`config.mk`:
```
export PLATFORM = sky130hd
export DESIGN_NAME = adc_spi_input
export DESIGN_NICKNAME = d
export VERILOG_FILES = /design/src/rtl/adc_spi_input.sv
export SDC_FILE = /design/constraint.sdc
export NUM_CORES = 1
export LEC_CHECK = 0
export ABC_AREA = 1
export CORE_MARGIN = 8
export CORE_UTILIZATION = 35
export CTS_BUF_LIST = sky130_fd_sc_hd__clkbuf_16
export DETAILED_ROUTE_END_ITERATION = 16
export GPL_ROUTABILITY_DRIVEN = 0
export PLACE_DENSITY_LB_ADDON = 0.15
export SLEW_MARGIN = 25
export SYNTH_ARGS = -nofsm -noshare
export SYNTH_HDL_FRONTEND = slang
export SYNTH_SLANG_ARGS = --single-unit
```
`constraint.sdc`:
```
create_clock -name i_Clock -period 2.3 [get_ports i_Clock]
set_input_delay 0.69 -clock i_Clock [delete_from_list [all_inputs] [get_ports i_Clock]]
set_output_delay 0.69 -clock i_Clock [all_outputs]
set_load 0.03 [all_outputs]
```
`src/rtl/adc_spi_input.sv`:
```
// SPI master for a two-channel 12-bit ADC (24-clock frames). Each start reads
// channel 0 then channel 1 and presents both as signed, midscale-centred samples.
module adc_spi_input #(
    parameter int unsigned CLOCK_DIV = 4,
    parameter int unsigned CS_GAP    = 4,
    parameter logic [23:0] CMD_CH0   = 24'h01A000,
    parameter logic [23:0] CMD_CH1   = 24'h01E000,
    parameter logic [11:0] MIDSCALE  = 12'd2048
) (
    input  logic               i_Clock,
    input  logic               i_Reset_N,
    input  logic               i_Start,
    input  logic               i_SPI_Data,
    output logic               o_SPI_CS,
    output logic               o_SPI_Clock,
    output logic               o_SPI_Data,
    output logic signed [15:0] o_Sample_0,
    output logic signed [15:0] o_Sample_1,
    output logic               o_Valid,
    output logic               o_Ready
);

    localparam int unsigned CNT_MAX = (CLOCK_DIV > CS_GAP) ? CLOCK_DIV : CS_GAP;
    localparam int unsigned CNT_W   = (CNT_MAX > 1) ? $clog2(CNT_MAX) : 1;
    localparam logic [CNT_W-1:0] DIV_LAST = CNT_W'(CLOCK_DIV - 1);
    localparam logic [CNT_W-1:0] GAP_LAST = CNT_W'(CS_GAP - 1);
    localparam logic [4:0]       LAST_BIT = 5'd23;

    typedef enum logic [2:0] {
        sm_idle,
        sm_clk_low,
        sm_clk_high,
        sm_cs_hold,
        sm_gap,
        sm_convert
    } state_t;

    state_t             state_q, state_d;
    logic [CNT_W-1:0]   div_q, div_d;
    logic [4:0]         bit_q, bit_d;
    logic [23:0]        tx_q, tx_d;
    logic [11:0]        rx_q, rx_d;
    logic [11:0]        raw0_q, raw0_d;
    logic [11:0]        raw1_q, raw1_d;
    logic               chan_q, chan_d;
    logic               cs_q, cs_d;
    logic               sck_q, sck_d;
    logic               valid_q, valid_d;
    logic               ready_q, ready_d;
    logic signed [15:0] s0_q, s0_d;
    logic signed [15:0] s1_q, s1_d;
    logic               div_done_c;
    logic               gap_done_c;

    assign div_done_c = (div_q == DIV_LAST);
    assign gap_done_c = (div_q == GAP_LAST);

    // MOSI is the top of the shift-out register; only the last 12 MISO bits matter.
    assign o_SPI_CS    = cs_q;
    assign o_SPI_Clock = sck_q;
    assign o_SPI_Data  = tx_q[23];
    assign o_Sample_0  = s0_q;
    assign o_Sample_1  = s1_q;
    assign o_Valid     = valid_q;
    assign o_Ready     = ready_q;

    always_ff @(posedge i_Clock or negedge i_Reset_N) begin
        if (!i_Reset_N) begin
            state_q <= sm_idle;
            div_q   <= '0;
            bit_q   <= '0;
            tx_q    <= '0;
            rx_q    <= '0;
            raw0_q  <= '0;
            raw1_q  <= '0;
            chan_q  <= 1'b0;
            cs_q    <= 1'b1;
            sck_q   <= 1'b0;
            valid_q <= 1'b0;
            ready_q <= 1'b1;
            s0_q    <= '0;
            s1_q    <= '0;
        end else begin
            state_q <= state_d;
            div_q   <= div_d;
            bit_q   <= bit_d;
            tx_q    <= tx_d;
            rx_q    <= rx_d;
            raw0_q  <= raw0_d;
            raw1_q  <= raw1_d;
            chan_q  <= chan_d;
            cs_q    <= cs_d;
            sck_q   <= sck_d;
            valid_q <= valid_d;
            ready_q <= ready_d;
            s0_q    <= s0_d;
            s1_q    <= s1_d;
        end
    end

    always_comb begin
        state_d = state_q;
        div_d   = div_q;
        bit_d   = bit_q;
        tx_d    = tx_q;
        rx_d    = rx_q;
        raw0_d  = raw0_q;
        raw1_d  = raw1_q;
        chan_d  = chan_q;
        cs_d    = cs_q;
        sck_d   = sck_q;
        valid_d = 1'b0;
        ready_d = ready_q;
        s0_d    = s0_q;
        s1_d    = s1_q;

        case (state_q)
            sm_idle: begin
                if (i_Start) begin
                    tx_d    = CMD_CH0;
                    cs_d    = 1'b0;
                    bit_d   = '0;
                    div_d   = '0;
                    chan_d  = 1'b0;
                    ready_d = 1'b0;
                    state_d = sm_clk_low;
                end
            end
            sm_clk_low: begin
                if (div_done_c) begin
                    div_d   = '0;
                    sck_d   = 1'b1;
                    rx_d    = {rx_q[10:0], i_SPI_Data};
                    state_d = sm_clk_high;
                end else begin
                    div_d = div_q + CNT_W'(1);
                end
            end
            sm_clk_high: begin
                if (div_done_c) begin
                    div_d = '0;
                    sck_d = 1'b0;
                    bit_d = bit_q + 5'd1;
                    if (bit_q != LAST_BIT) begin
                        tx_d    = {tx_q[22:0], 1'b0};
                        state_d = sm_clk_low;
                    end else begin
                        state_d = sm_cs_hold;
                    end
                end else begin
                    div_d = div_q + CNT_W'(1);
                end
            end
            sm_cs_hold: begin
                if (div_done_c) begin
                    div_d = '0;
                    cs_d  = 1'b1;
                    tx_d  = '0;
                    if (!chan_q) begin
                        raw0_d  = rx_q;
                        state_d = sm_gap;
                    end else begin
                        raw1_d  = rx_q;
                        state_d = sm_convert;
                    end
                end else begin
                    div_d = div_q + CNT_W'(1);
                end
            end
            sm_gap: begin
                if (gap_done_c) begin
                    div_d   = '0;
                    tx_d    = CMD_CH1;
                    cs_d    = 1'b0;
                    bit_d   = '0;
                    chan_d  = 1'b1;
                    state_d = sm_clk_low;
                end else begin
                    div_d = div_q + CNT_W'(1);
                end
            end
            sm_convert: begin
                // Zero-extended raw minus midscale; 16 bits hold -2048..+2047 exactly.
                s0_d    = $signed({4'b0000, raw0_q}) - $signed({4'b0000, MIDSCALE});
                s1_d    = $signed({4'b0000, raw1_q}) - $signed({4'b0000, MIDSCALE});
                valid_d = 1'b1;
                ready_d = 1'b1;
                state_d = sm_idle;
            end
            default: state_d = sm_idle;
        endcase
    end

endmodule
```
==> results.tsv <==
stage	metric	value	unit
die	FP Rows	37	
synthesis	Post-Syn Nets	418	
timing	Setup violations, final	0	
setup_path	Setup CP Type	reg -> out	
setup_path	Critical Path Max Stage Delay	0.67	ns
cells_and_area	Layout area overhead	20.5	%
clock_network	H-tree levels	3	
clock_network	clock root buffer	clkbuf_16	
timing	part of the cycle the worst path needs	96.5	%
power_and_ir_drop	Tot Pwr	4.86	mW
setup_path	critical path arrival	1.53	ns
grt	GR peak layer	met2	
drt	via/cell ratio	4.49	
timing	maximum clock rate	0.451	GHz
place	port buffer count	40	
setup_path	Req. time, crit path	1.61	ns
clock_network	Reg clk slew, reported paths	0.06	ns
grt	antenna violations before repair	0	
timing	slew margin rel.	66.1	%
grt	met2 usage	18.6	%
timing	RSZ-0062 raised after global routing	no	
die	die area	14100	um2
grt	first-pass GRT wire length	13.2	mm
die	Initial Util	35.8	%
drt	vias	2630	
synthesis	Syn Inst Count	412	
synthesis	Distinct cells, synth	28	
min_path	Hold Path Class	in -> async	
setup_path	Slowest cell on crit path	clkdlybuf4s50_1	
cells_and_area	nets	451	
cells_and_area	ant diodes	0	
grt	global route overflow	0	
clock_network	setup bufs post-CTS	0	
synthesis	register bit total from synthesis	86	
power_and_ir_drop	VDD IR max	563	uV
clock_network	Skew-Pair Late Insertion Delay	0.33	ns
die	core area	10300	um2
timing	worst slew pin tran	0.508	ns
clock_network	Bufs on Longest Clock Path	2	
setup_path	worst reg2reg setup slack	0.61	ns
clock_network	CTS sink cnt	86	
synthesis	Cell Area, Synth	3680	um2
drt	Initial DRC Count	144	
die	I/O pins	41	
setup_path	CP delay by family, top	buffers and inverters	
clock_network	CTS resizes	0	
grt	met3 GRT Util	3.05	%
setup_path	r2r worst-path depth	5	
drt	DRT antenna net count	0	
timing	TNS Setup	0	ns
drt	final WL	7.46	mm
timing	minimum clock period	2.22	ns
synthesis	Mapped Avg Cell Area	8.93	um2
job	max_cap viols	0	
run_status	outcome	complete, no violations	
synthesis	Seq/Total Area, Yosys	58.5	%
drt	Avg WL per Cell	12.7	um
setup_path	critical path, cell by cell	clkdlybuf4s50_1	
setup_path	worst r2r src	state_q[1]$_DFFE_PN0P_	
clock_network	Post-CTS Hold Fix Bufs	0	
grt	vias in the first global route	2715	
cells_and_area	layout cells sized above 1	8.89	%
setup_path	CP Buf/Inv Count	1	
die	die width	119	um
clock_network	CTS tree	built	
power_and_ir_drop	PwrDens	1100	nW/um2
setup_path	Startpoint Class	register	
synthesis	Ys Warns	0	
drt	# DRC	0	
clock_network	CTS buffer count	9	
cells_and_area	Util after Layout	43.1	%
setup_path	RR Endpoint	raw1_q[7]$_DFFE_PN0P_	
power_and_ir_drop	leakage power	2.19	nW
setup_path	critical path fanouts, max	2	
place	HPWL after DPL	5.09	mm
timing	Slew Limit Fails	0	
timing	worst clock skew	0.00666	ns
timing	endpoints failing hold	0	
cells_and_area	fill count	1050	
grt	Tot GR Track Use	11.3	%
die	Die Y	119	um
grt	largest net degree at the start of global routing	44	
grt	GR Util met1	13.9	%
drt	TritonRoute pass-1 iters	4	
setup_path	Critical Path End Type	primary output	
## state kept, by name, indices dropped and copies added (netlist names), 2 cells and up
| name | flops |
|---|---|
| tx_q | 11 |
| raw1_q | 12 |
| raw0_q | 12 |
| rx_q | 12 |
| state_q | 3 |
| div_q | 2 |
| o_Sample_0 | 12 |
| o_Sample_1 | 12 |
| bit_q | 5 |
## Yosys cell counts
master	count	area, um2
nand3_1	17	85.1
clkbuf_1	2	7.51
nand3_2	2	20.0
nand2_2	3	18.8
o211ai_1	2	15.0
o22ai_1	1	6.26
inv_4	1	6.26
nor2_8	1	20.0
nand2_1	165	619
ha_1	2	25.0
nand3_4	2	35.0
inv_2	3	11.3
buf_6	6	67.6
buf_4	12	90.1
nor3_1	1	5.00
nand2_4	1	11.3
mux2i_1	1	10.0
xor2_1	1	8.76
o21ai_1	2	10.0
a21oi_1	1	5.00
nor2_2	5	31.3
o21ai_0	44	220
dfrtp_1	84	2100
buf_2	3	15.0
nor2_1	14	52.6
nand4_1	1	6.26
dfstp_2	2	52.6
inv_1	33	124
## layout by cell type, fill, tap and decap left out, drive strengths merged
cell,netlist,layout
a21oi,1,1
buf,21,6
bufinv,0,2
clkbuf,2,9
clkdlybuf4s50,0,39
clkinv,0,2
dfrtp,84,84
dfstp,2,2
ha,2,2
inv,37,40
mux2i,1,1
nand2,169,169
nand3,21,21
nand4,1,1
nor2,20,20
nor3,1,1
o211ai,2,2
o21ai,46,46
o22ai,1,1
xor2,1,1
## routing by layer
layer  part of all wire (%)  vias to the layer above  routed length (um)
met5                      0                        -                   0
met4                    1.4                        0                 101
met3                    3.0                        9                 225
met2                     49                       34                3640
met1                     47                     1249                3490
li1                       -                     1338                   -
## metrics by stage
stage	setup slack (ns)	hold slack, ns	instances	instance area, um2
2_1_floorplan	0.835	0.394	412	3680
3_3_place_gp	0.253	0.454	570	4120
3_5_place_dp	0.226	0.458	570	4120
4_1_cts	0.0553	0.296	586	4430
5_1_grt	0.0462	0.307	586	4430
6_report	0.0806	0.281	586	4430
## power by group
group	switching [mW]	internal, mW	leakage, nW
sequential	0.183	1.75	1.17
clock	0.580	0.947	0.162
combinational	0.913	0.492	0.858
total	1.68	3.19	2.19
## how the worst max path moves through the flow
stage | from | to | slack (ns) | cells after the start
finish | o_SPI_CS$_DFFE_PN1P_ | o_SPI_CS | 0.08 | 1
CTS | o_SPI_CS$_DFFE_PN1P_ | o_SPI_CS | 0.06 | 1
detailed placement | i_Start | tx_q[18]$_DFFE_PN0P_ | 0.23 | 8
floorplan | o_Sample_0[14]$_DFFE_PN0P_ | o_Sample_0[12] | 0.83 | 1
global route | o_SPI_CS$_DFFE_PN1P_ | o_SPI_CS | 0.05 | 1
global placement | i_Start | tx_q[13]$_DFFE_PN0P_ | 0.25 | 8
## final cells by class
| class | instances | area [um2] | area share, % |
|---|---|---|---|
| sequential | 86 | 2150 | 48.6 |
| multi-input combinational | 266 | 1200 | 27.2 |
| timing repair buffer | 45 | 448 | 10.1 |
| clock buffer | 9 | 225 | 5.08 |
| tap | 136 | 170 | 3.84 |
| inverter | 37 | 141 | 3.19 |
| clock inverter | 7 | 90.1 | 2.03 |
## cell families after synthesis
family	count (synthesis)	synth area share (%)
xor gates and xnor gates	1	0.238
AOI/OAI and AO/OA	50	6.97
adders and majority gates	2	0.680
muxes	1	0.272
and+or+nand+nor	212	24.6
buffers and inverters	60	8.74
DFF	86	58.5
Note: power is estimated with default switching activity, not from simulation.
==> variant: new RTL, same settings <==
Take the reset off `tx_q`, `rx_q`, `s0_q` and `s1_q` and load them in a clocked block of their own.
--- a/src/rtl/adc_spi_input.sv
+++ b/src/rtl/adc_spi_input.sv
@@ -69,8 +69,6 @@
             state_q <= sm_idle;
             div_q   <= '0;
             bit_q   <= '0;
-            tx_q    <= '0;
-            rx_q    <= '0;
             raw0_q  <= '0;
             raw1_q  <= '0;
             chan_q  <= 1'b0;
@@ -78,14 +76,10 @@
             sck_q   <= 1'b0;
             valid_q <= 1'b0;
             ready_q <= 1'b1;
-            s0_q    <= '0;
-            s1_q    <= '0;
         end else begin
             state_q <= state_d;
             div_q   <= div_d;
             bit_q   <= bit_d;
-            tx_q    <= tx_d;
-            rx_q    <= rx_d;
             raw0_q  <= raw0_d;
             raw1_q  <= raw1_d;
             chan_q  <= chan_d;
@@ -93,9 +87,14 @@
             sck_q   <= sck_d;
             valid_q <= valid_d;
             ready_q <= ready_d;
-            s0_q    <= s0_d;
-            s1_q    <= s1_d;
         end
+    end
+
+    always_ff @(posedge i_Clock) begin
+        tx_q <= tx_d;
+        rx_q <= rx_d;
+        s0_q <= s0_d;
+        s1_q <= s1_d;
     end
 
     always_comb begin
Formal check against the unedited RTL: same outputs for any inputs over 10 cycles, from zero or initial values and one cycle with i_Reset_N low; that may be too few to reach the edited logic, so the function may still have changed.
==> variant against the original RTL <==
Utilization up 1.2 points. Wire length down 24%. Cell count down 23%. Count of clock-buffer cells in the layout unchanged. First-iteration DRC count down 27%. Non-clock buffer count down 1. Area after synthesis down 8.8%. Final area down 7.1%. Sequential cell count unchanged. Setup slack worse by 0.014 ns. Critical path type unchanged.
Power is not compared: it rests on default switching activity, and its combinational part moved more than twofold at a synthesized area within 25%.
==> variant: results (changes against the original RTL) <==
The post-route non-filler standard cell count came out at 450 (-23%). The buffer count from post-CTS setup fixing was 0 (unchanged); the number of vias per cell was 4.338 (-3.3%). The setup clock skew after layout was 0.008012 ns (+0.001354 ns); the routed wire length on met2 was 2520 um (-31%).

The startpoint identified for the worst register-to-register timing path is state_q[2]. By area the synthesized netlist is led by edfxtp_1 (42%), dfrtp_1 (28%), nand2_1 (8.2%). The worst hold slack across all endpoints is 0.4136 ns (+0.1321 ns), and the share of cells above drive strength 1 is 16.20% (+7.3 points). The detail-routed net length per standard cell works out to 12.66 um (-0.50%). The path class of the tightest hold or removal check is input pin to asynchronous set/reset pin. The fill cell instance count of the final layout is 911 (-13%), and the worst setup slack for register-to-register paths is 0.66 ns (+0.05 ns). The maximum number of pins on one net before global-route repair was 40 (-9.1%). The endpoint of the worst setup timing path is o_Ready. The run gives 9.591% (-1.7 points) as the global routing usage summed across all routing layers. The run gives 44.35% (+1.2 points) as the utilization after layout. The distinct cell type count after synthesis was 24 (-14%); the shortest clock period the worst path allows after layout was 2.234 ns (+0.01406 ns). In this run the critical register-to-register path is captured at tx_q[14].

The logs give 9639 um (-27%) for the global-route wire length before repair and 1,901 (-30%) for the via count of the first global-routing pass. The tools report the worst slew margin relative to its limit as 65.40% (-0.73 points). The number of flops mapped to enable cells by yosys is 47 (+47). The number of DRC markers after the initial detailed-route iteration was 105 (-27%); the depth of the most critical reg-to-reg path was 7 (+2). The tools report the startpoint of the worst setup timing path as o_Ready. The logs give 2632 um (-25%) for the met1 layer wirelength in the final routing and 0.2416 ns (+0.01524 ns) for the worst slack at placement. The instance count after placement with tap cells included is 434 (-24%), and the net count after synthesis is 279 (-33%). The run finished with clean final reports.

The met2 capacity usage during global routing was 14.27% (-4.3 points); the share of synthesized registers carrying an async set or reset was 45.35% (-55 points). Counting instances in the post-synthesis netlist gives the leading cell types as nand2_1 (73), edfxtp_1 (47), dfrtp_1 (37), inv_1 (32), o21ai_2 (22). The logs give 3779 um (-26%) for the total half-perimeter wirelength after legalization and detailed placement and 3.064% (+0.018 points) for the met3 track utilization from global routing.

The cell count after synthesis is 273 (-34%), and the placed standard-cell area is 3839 um^2 (-6.8%). For the net count reported at finish, the log shows 322 (-29%).
## variant: cell types whose count changed after synthesis, moves of 3 or more
cell      delta
o21ai_0     -41
nand3_1      -4
o21ai_2     +22
edfxtp_1    +47
nor2_2       -5
buf_4        -4
dfrtp_1     -47
buf_2        -3
nand2_1     -92
## variant: kinds of logic after synthesis
kind of cell             count (synthesis)  synth area share (%)
buffers and inverters                   46                 6.970
AND/OR/NAND/NOR                        108                 13.64
flip-flops                              86                 71.19
XOR/XNOR                                 2                0.5219
adder cells (fa/ha/maj)                  2                0.7453
AO/OA/AOI/OAI                           29                 6.932
## variant: final cells by class
| cell class | count | area share, % |
|---|---|---|
| Sequential cell | 86 | 58.04 |
| Multi-Input combinational cell | 141 | 17.81 |
| Timing Repair Buffer | 44 | 10.33 |
| Clock buffer | 9 | 5.469 |
| Tap cell | 129 | 3.920 |
| Inverter | 34 | 3.130 |
| Clock inverter | 7 | 1.307 |
